`src/rtl/cpu_pkg.sv`:
```
// Shared definitions for the MIPS core front end.
// Holds the default reset PC, the instruction width and the fetch
// controller state encoding.
package cpu_pkg;

  localparam logic [31:0] RESET_PC_DEF = 32'h0040_0000;
  localparam int          INSTR_W      = 32;

  typedef enum logic [1:0] {
    ST_IDLE    = 2'd0,
    ST_FETCH   = 2'd1,
    ST_FLUSH   = 2'd2,
    ST_DELIVER = 2'd3
  } fetch_state_t;

endpackage

```
`src/rtl/npc.sv`:
```
// Next-PC block: sequential increment of a PC.
// Ports:
//   rst     - forces the output to RESET_PC (tied 0 when used as a pure incrementer)
//   pc      - current PC
//   npc_pc  - pc + 4, modulo 2^ADDR_W (no overflow flag)
module npc
  import cpu_pkg::*;
#(
  parameter int                ADDR_W   = 32,
  parameter logic [ADDR_W-1:0] RESET_PC = ADDR_W'(RESET_PC_DEF)
) (
  input  logic              rst,
  input  logic [ADDR_W-1:0] pc,
  output logic [ADDR_W-1:0] npc_pc
);

  assign npc_pc = rst ? RESET_PC : (pc + ADDR_W'(4));

endmodule

```
`src/rtl/pc_fetch_ctrl.sv`:
```
// PC fetch controller: owns the architectural PC, issues instruction-memory
// requests and hands one fetched instruction at a time to decode.
// Ports:
//   clk, rst                  - core clock, async active-high reset
//   stall                     - decode cannot take the presented instruction
//   redirect_valid/_pc        - one-cycle flow change request and its target
//   imem_req/_addr            - fetch request (level) and word-aligned address
//   imem_ack/_rdata           - memory accept strobe and returned word
//   if_valid/_pc/_instr       - instruction presented to decode
//   if_pc_plus4               - link address for the presented instruction
//   addr_err                  - pulse, cycle after a misaligned redirect target
module pc_fetch_ctrl
  import cpu_pkg::*;
#(
  parameter int                ADDR_W   = 32,
  parameter logic [ADDR_W-1:0] RESET_PC = ADDR_W'(RESET_PC_DEF)
) (
  input  logic               clk,
  input  logic               rst,
  input  logic               stall,
  input  logic               redirect_valid,
  input  logic [ADDR_W-1:0]  redirect_pc,
  output logic               imem_req,
  output logic [ADDR_W-1:0]  imem_addr,
  input  logic               imem_ack,
  input  logic [INSTR_W-1:0] imem_rdata,
  output logic               if_valid,
  output logic [ADDR_W-1:0]  if_pc,
  output logic [INSTR_W-1:0] if_instr,
  output logic [ADDR_W-1:0]  if_pc_plus4,
  output logic               addr_err
);

  fetch_state_t      state;
  logic [ADDR_W-1:0] pc;
  logic [ADDR_W-1:0] pending_pc;
  logic [ADDR_W-1:0] pc_plus4;
  logic [ADDR_W-1:0] target;

  // Low two bits are dropped silently; addr_err reports the misalignment.
  assign target = {redirect_pc[ADDR_W-1:2], 2'b00};

  npc #(
    .ADDR_W  (ADDR_W),
    .RESET_PC(RESET_PC)
  ) u_npc (
    .rst   (1'b0),
    .pc    (pc),
    .npc_pc(pc_plus4)
  );

  // pc is not touched while a request is outstanding, so it doubles as the
  // stable request address in both FETCH and FLUSH.
  assign imem_req  = (state == ST_FETCH) || (state == ST_FLUSH);
  assign imem_addr = pc;

  always_ff @(posedge clk or posedge rst) begin
    if (rst) begin
      state       <= ST_IDLE;
      pc          <= RESET_PC;
      pending_pc  <= '0;
      if_valid    <= 1'b0;
      if_pc       <= '0;
      if_instr    <= '0;
      if_pc_plus4 <= '0;
      addr_err    <= 1'b0;
    end else begin
      addr_err <= redirect_valid && (redirect_pc[1:0] != 2'b00);
      case (state)
        ST_IDLE: begin
          if (redirect_valid) pc <= target;
          state <= ST_FETCH;
        end
        ST_FETCH: begin
          if (redirect_valid) begin
            if (imem_ack) begin
              // Data for the old flow is dropped; refetch at once.
              pc <= target;
            end else begin
              // Request in flight must complete at the old address first.
              pending_pc <= target;
              state      <= ST_FLUSH;
            end
          end else if (imem_ack) begin
            if_pc       <= pc;
            if_instr    <= imem_rdata;
            if_pc_plus4 <= pc_plus4;
            if_valid    <= 1'b1;
            pc          <= pc_plus4;
            state       <= ST_DELIVER;
          end
        end
        ST_FLUSH: begin
          if (imem_ack) begin
            pc    <= redirect_valid ? target : pending_pc;
            state <= ST_FETCH;
          end else if (redirect_valid) begin
            pending_pc <= target;
          end
        end
        ST_DELIVER: begin
          if (redirect_valid) begin
            if_valid <= 1'b0;
            pc       <= target;
            state    <= ST_FETCH;
          end else if (!stall) begin
            if_valid <= 1'b0;
            state    <= ST_FETCH;
          end
        end
        default: state <= ST_IDLE;
      endcase
    end
  end

endmodule

```
`config.mk`:
```
export PLATFORM = sky130hd
export DESIGN_NAME = pc_fetch_ctrl
export DESIGN_NICKNAME = d
export VERILOG_FILES = /design/src/rtl/cpu_pkg.sv /design/src/rtl/npc.sv /design/src/rtl/pc_fetch_ctrl.sv
export SDC_FILE = /design/constraint.sdc
export NUM_CORES = 1
export LEC_CHECK = 0
export ABC_CLOCK_PERIOD_IN_PS = 5700
export BUFFER_PORTS_ARGS = -buffer_cell sky130_fd_sc_hd__buf_2
export CAP_MARGIN = 20
export CELL_PAD_IN_SITES_DETAIL_PLACEMENT = 1
export CELL_PAD_IN_SITES_GLOBAL_PLACEMENT = 1
export CORE_MARGIN = 5
export CORE_UTILIZATION = 42
export DETAILED_ROUTE_END_ITERATION = 16
export PLACE_DENSITY_LB_ADDON = 0.1
export SETUP_SLACK_MARGIN = 0.05
export SYNTH_ARGS = -nofsm -noshare
export SYNTH_HDL_FRONTEND = slang
export SYNTH_HIERARCHICAL = 1
export SYNTH_SLANG_ARGS = --single-unit
```
`constraint.sdc`:
```
create_clock -name clk -period 5.7 [get_ports clk]
set_input_delay 0.57 -clock clk [delete_from_list [all_inputs] [get_ports clk]]
set_output_delay 0.57 -clock clk [all_outputs]
set_load 0.01 [all_outputs]
```
==> summary.txt <==
Required time worst endpoint - 6.07 ns
Initial core utilization - 42.5%
Crit path max fanout - 13
# H-tree levels - 4
Largest cells by area after synthesis - dfrtp_1, mux2_2, a221o_1, mux2i_1, a22o_1
Initial DRT Pass Iterations - 4
Initial DRC count - 370
Distinct cells, synth - 41
Rows - 50
Final Cycle Share - 51.0%
Final wirelength - 22300 microns
Clk buf depth - 2
Fin crit period - 2.90 ns
Max-cap violations - 0
Fin Setup TNS - 0 ns
GRT Residual Overflow - 0
IO Pins - 200
DR WL/cell - 21.0 microns
Placed insts - 1025
Seq cells post-synth - 164
Total track usage - 20.7%
CTS clk-pin slew, worst paths - 0.06 ns
Worst-Skew Late Latency - 0.43 ns
Die area - 21600 sq um
Peak supply drop - 0.000217 V
Post-synth top cells - dfrtp_1, mux2_2, a21oi_1
Max Clock Freq - 344 MHz
Final setup fails - 0
Worst Setup End Kind - flip-flop
DRC Markers - 0
Share of cells above drive strength 1 - 44.2%
Psw - 2.16 mW
Status - complete, no violations
Combinational share of power - 41.7%
Core area - 18600 sq um
Root buffer cell - clkbuf_16
Switching share of power - 37.3%
Synthesized area - 7900 sq um
Port Buffers - 199
Worst Tran Pin Value - 0.797 ns
Largest net degree at the start of global routing - 112
DR vias - 5955
Antenna-violating nets left - 0
Detailed placement HPWL - 15100 microns
Layout area overhead - 22.4%
Non-Filler Instances - 1058
Cell Pwr Density - 597 nW/um^2
Crit path kind - reg -> reg
Cell-internal power - 3.62 mW
CP Data Arrival Time - 3.28 ns
CTS tree - done
Normalized max-slew margin - 46.9%
Startpoint types - flip-flop
Clk network pwr share - 21.1%
Post-synth EDFFs - 0
Final hold slack - 0.189 ns
Setup bufs post-CTS - 0
Vias in the first global route - 6518
Yosys Warn Count - 6
Fin util - 52.0%
Die Wd - 147 microns
Skew final - 0.0167 ns
First-pass GRT wire length - 35800 microns
Post-Syn Area per Cell - 12.5 sq um
Flop pwr share - 37.1%
Synth async-reset ratio - 100%
Post_cts resized - 0
RSZ-0062 raised after global routing - false
TritonCTS Buffers - 17
Syn Inst Count - 630
Worst Hold Class - in -> async
Post-synth top area cell - dfrtp_1
Nets - 886
Hold_buf cts - 0
Synth top area share - 51.6%
Die Span Y - 147 microns
Leakage - 4.63 nW
Final Hold Vio Count - 0
CTS sink count - 164
GP Congestion - 0.761
Post-synth top flop - dfrtp_1
Initial antenna violation count - 0
Sequential area share after synthesis - 52.0%
Count leader, synth - dfrtp_1
Via density - 5.63
Max-slew violations - 0
==> per-layer routing <==
metal	vias up	wire (microns)	global-route usage, %
met5	-	0	0
met4	0	140	6.06
met3	9	1350	4.63
met2	154	11200	35.0
met1	3069	9600	26.7
li1	2723	-	-
==> worst max-delay path: stages (launching register included) <==
cell and delay, ns:
dfrtp_1 0.49, ha_1 0.23, and3_1 0.33, nand4_1 0.55, or4_1 0.60, a21oi_1 0.24
mux2i_1 0.10, a21oi_1 0.18, a22o_1 0.14
==> placed cells by master, fill, tap and decap left out, types with 2 or more instances in the layout <==
master and instances:
buf_2 199, dfrtp_1 163, mux2_2 114, a21oi_1 48
a22o_1 32, a221o_1 30, mux2i_1 30, nand2_1 18
mux2_1 18, nor2_1 17, clkbuf_16 17, nand3_1 12
o31ai_1 11, or4_1 11, o21ai_0 10, or3_1 8
xor2_1 8, buf_4 7, inv_1 6, nand4_1 6
ha_1 5, clkinv_4 5, and4_1 5, conb_1 5
bufinv_16 4, and3_1 4, xnor2_1 3, nor2b_1 3
nor2b_2 2, and2_1 2, clkinv_2 2
==> registers in the layout, summed over array words and instances, names as in the netlist <==
name	count
pending_pc	32
if_pc	32
if_valid	1
addr_err	1
imem_addr	32
if_pc_plus4	32
state	2
if_instr	32
==> cell families (layout without fill, tap and decap cells) <==
family | Yosys count | after routing | share of synthesized area [%]
buffers and inverters | 57 | 246 | 3.90
and+or+nand+nor | 92 | 92 | 6.32
other | 1 | 6 | 0.0475
adders and majority gates | 6 | 6 | 0.951
DFF | 164 | 164 | 52.0
xor gates and xnor gates | 11 | 11 | 1.22
AOI/OAI and AO/OA | 136 | 136 | 12.8
muxes | 163 | 163 | 22.8
==> area by class of cell <==
class | count | area, sq um
antenna | 1 | 2.50
clock buffer | 19 | 443
clock inverter | 12 | 181
fill | 2009 | 8910
inverter | 8 | 35.0
multi-input combinational | 413 | 3530
sequential | 164 | 4110
tap | 234 | 293
timing repair buffer | 207 | 1080
==> power groups by stage <==
stage	Sequential, mW	Clock (mW)	Combinational (mW)
finish	2.14	1.22	2.41
global route	2.22	1.30	2.63
global placement	2.12	0	2.35
CTS	2.15	1.25	2.44
detailed placement	2.17	0	2.43
floorplan	2.25	0	1.44
==> path summary, 6_finish.rpt <==
path	start	endpoint	slack (ns)	depth (start not counted)
max	imem_addr[2]$_DFFE_PP0P_	imem_addr[20]$_DFFE_PP0P_	2.80	8
min	rst	if_instr[23]$_DFFE_PP0P_	0.19	2
max reg2reg	imem_addr[2]$_DFFE_PP0P_	imem_addr[20]$_DFFE_PP0P_	2.80	8
min reg2reg	if_pc[27]$_DFFE_PP0P_	if_pc[27]$_DFFE_PP0P_	0.49	1
max in group asynchronous	rst	imem_addr[30]$_DFFE_PP0P_	4.11	4
min in group clk	imem_rdata[29]	if_instr[29]$_DFFE_PP0P_	0.37	2
==> per-stage QoR <==
| step | power [mW] | area [sq um] | worst slack (ns) |
|---|---|---|---|
| after floorplan | 3.69 | 7910 | 0.698 |
| after global placement | 4.47 | 9010 | 2.78 |
| after detailed placement | 4.60 | 9010 | 2.73 |
| after CTS | 5.84 | 9640 | 2.83 |
| after global routing | 6.16 | 9660 | 2.56 |
| final | 5.77 | 9670 | 2.80 |
No activity file was read; power rests on OpenSTA's default activity.
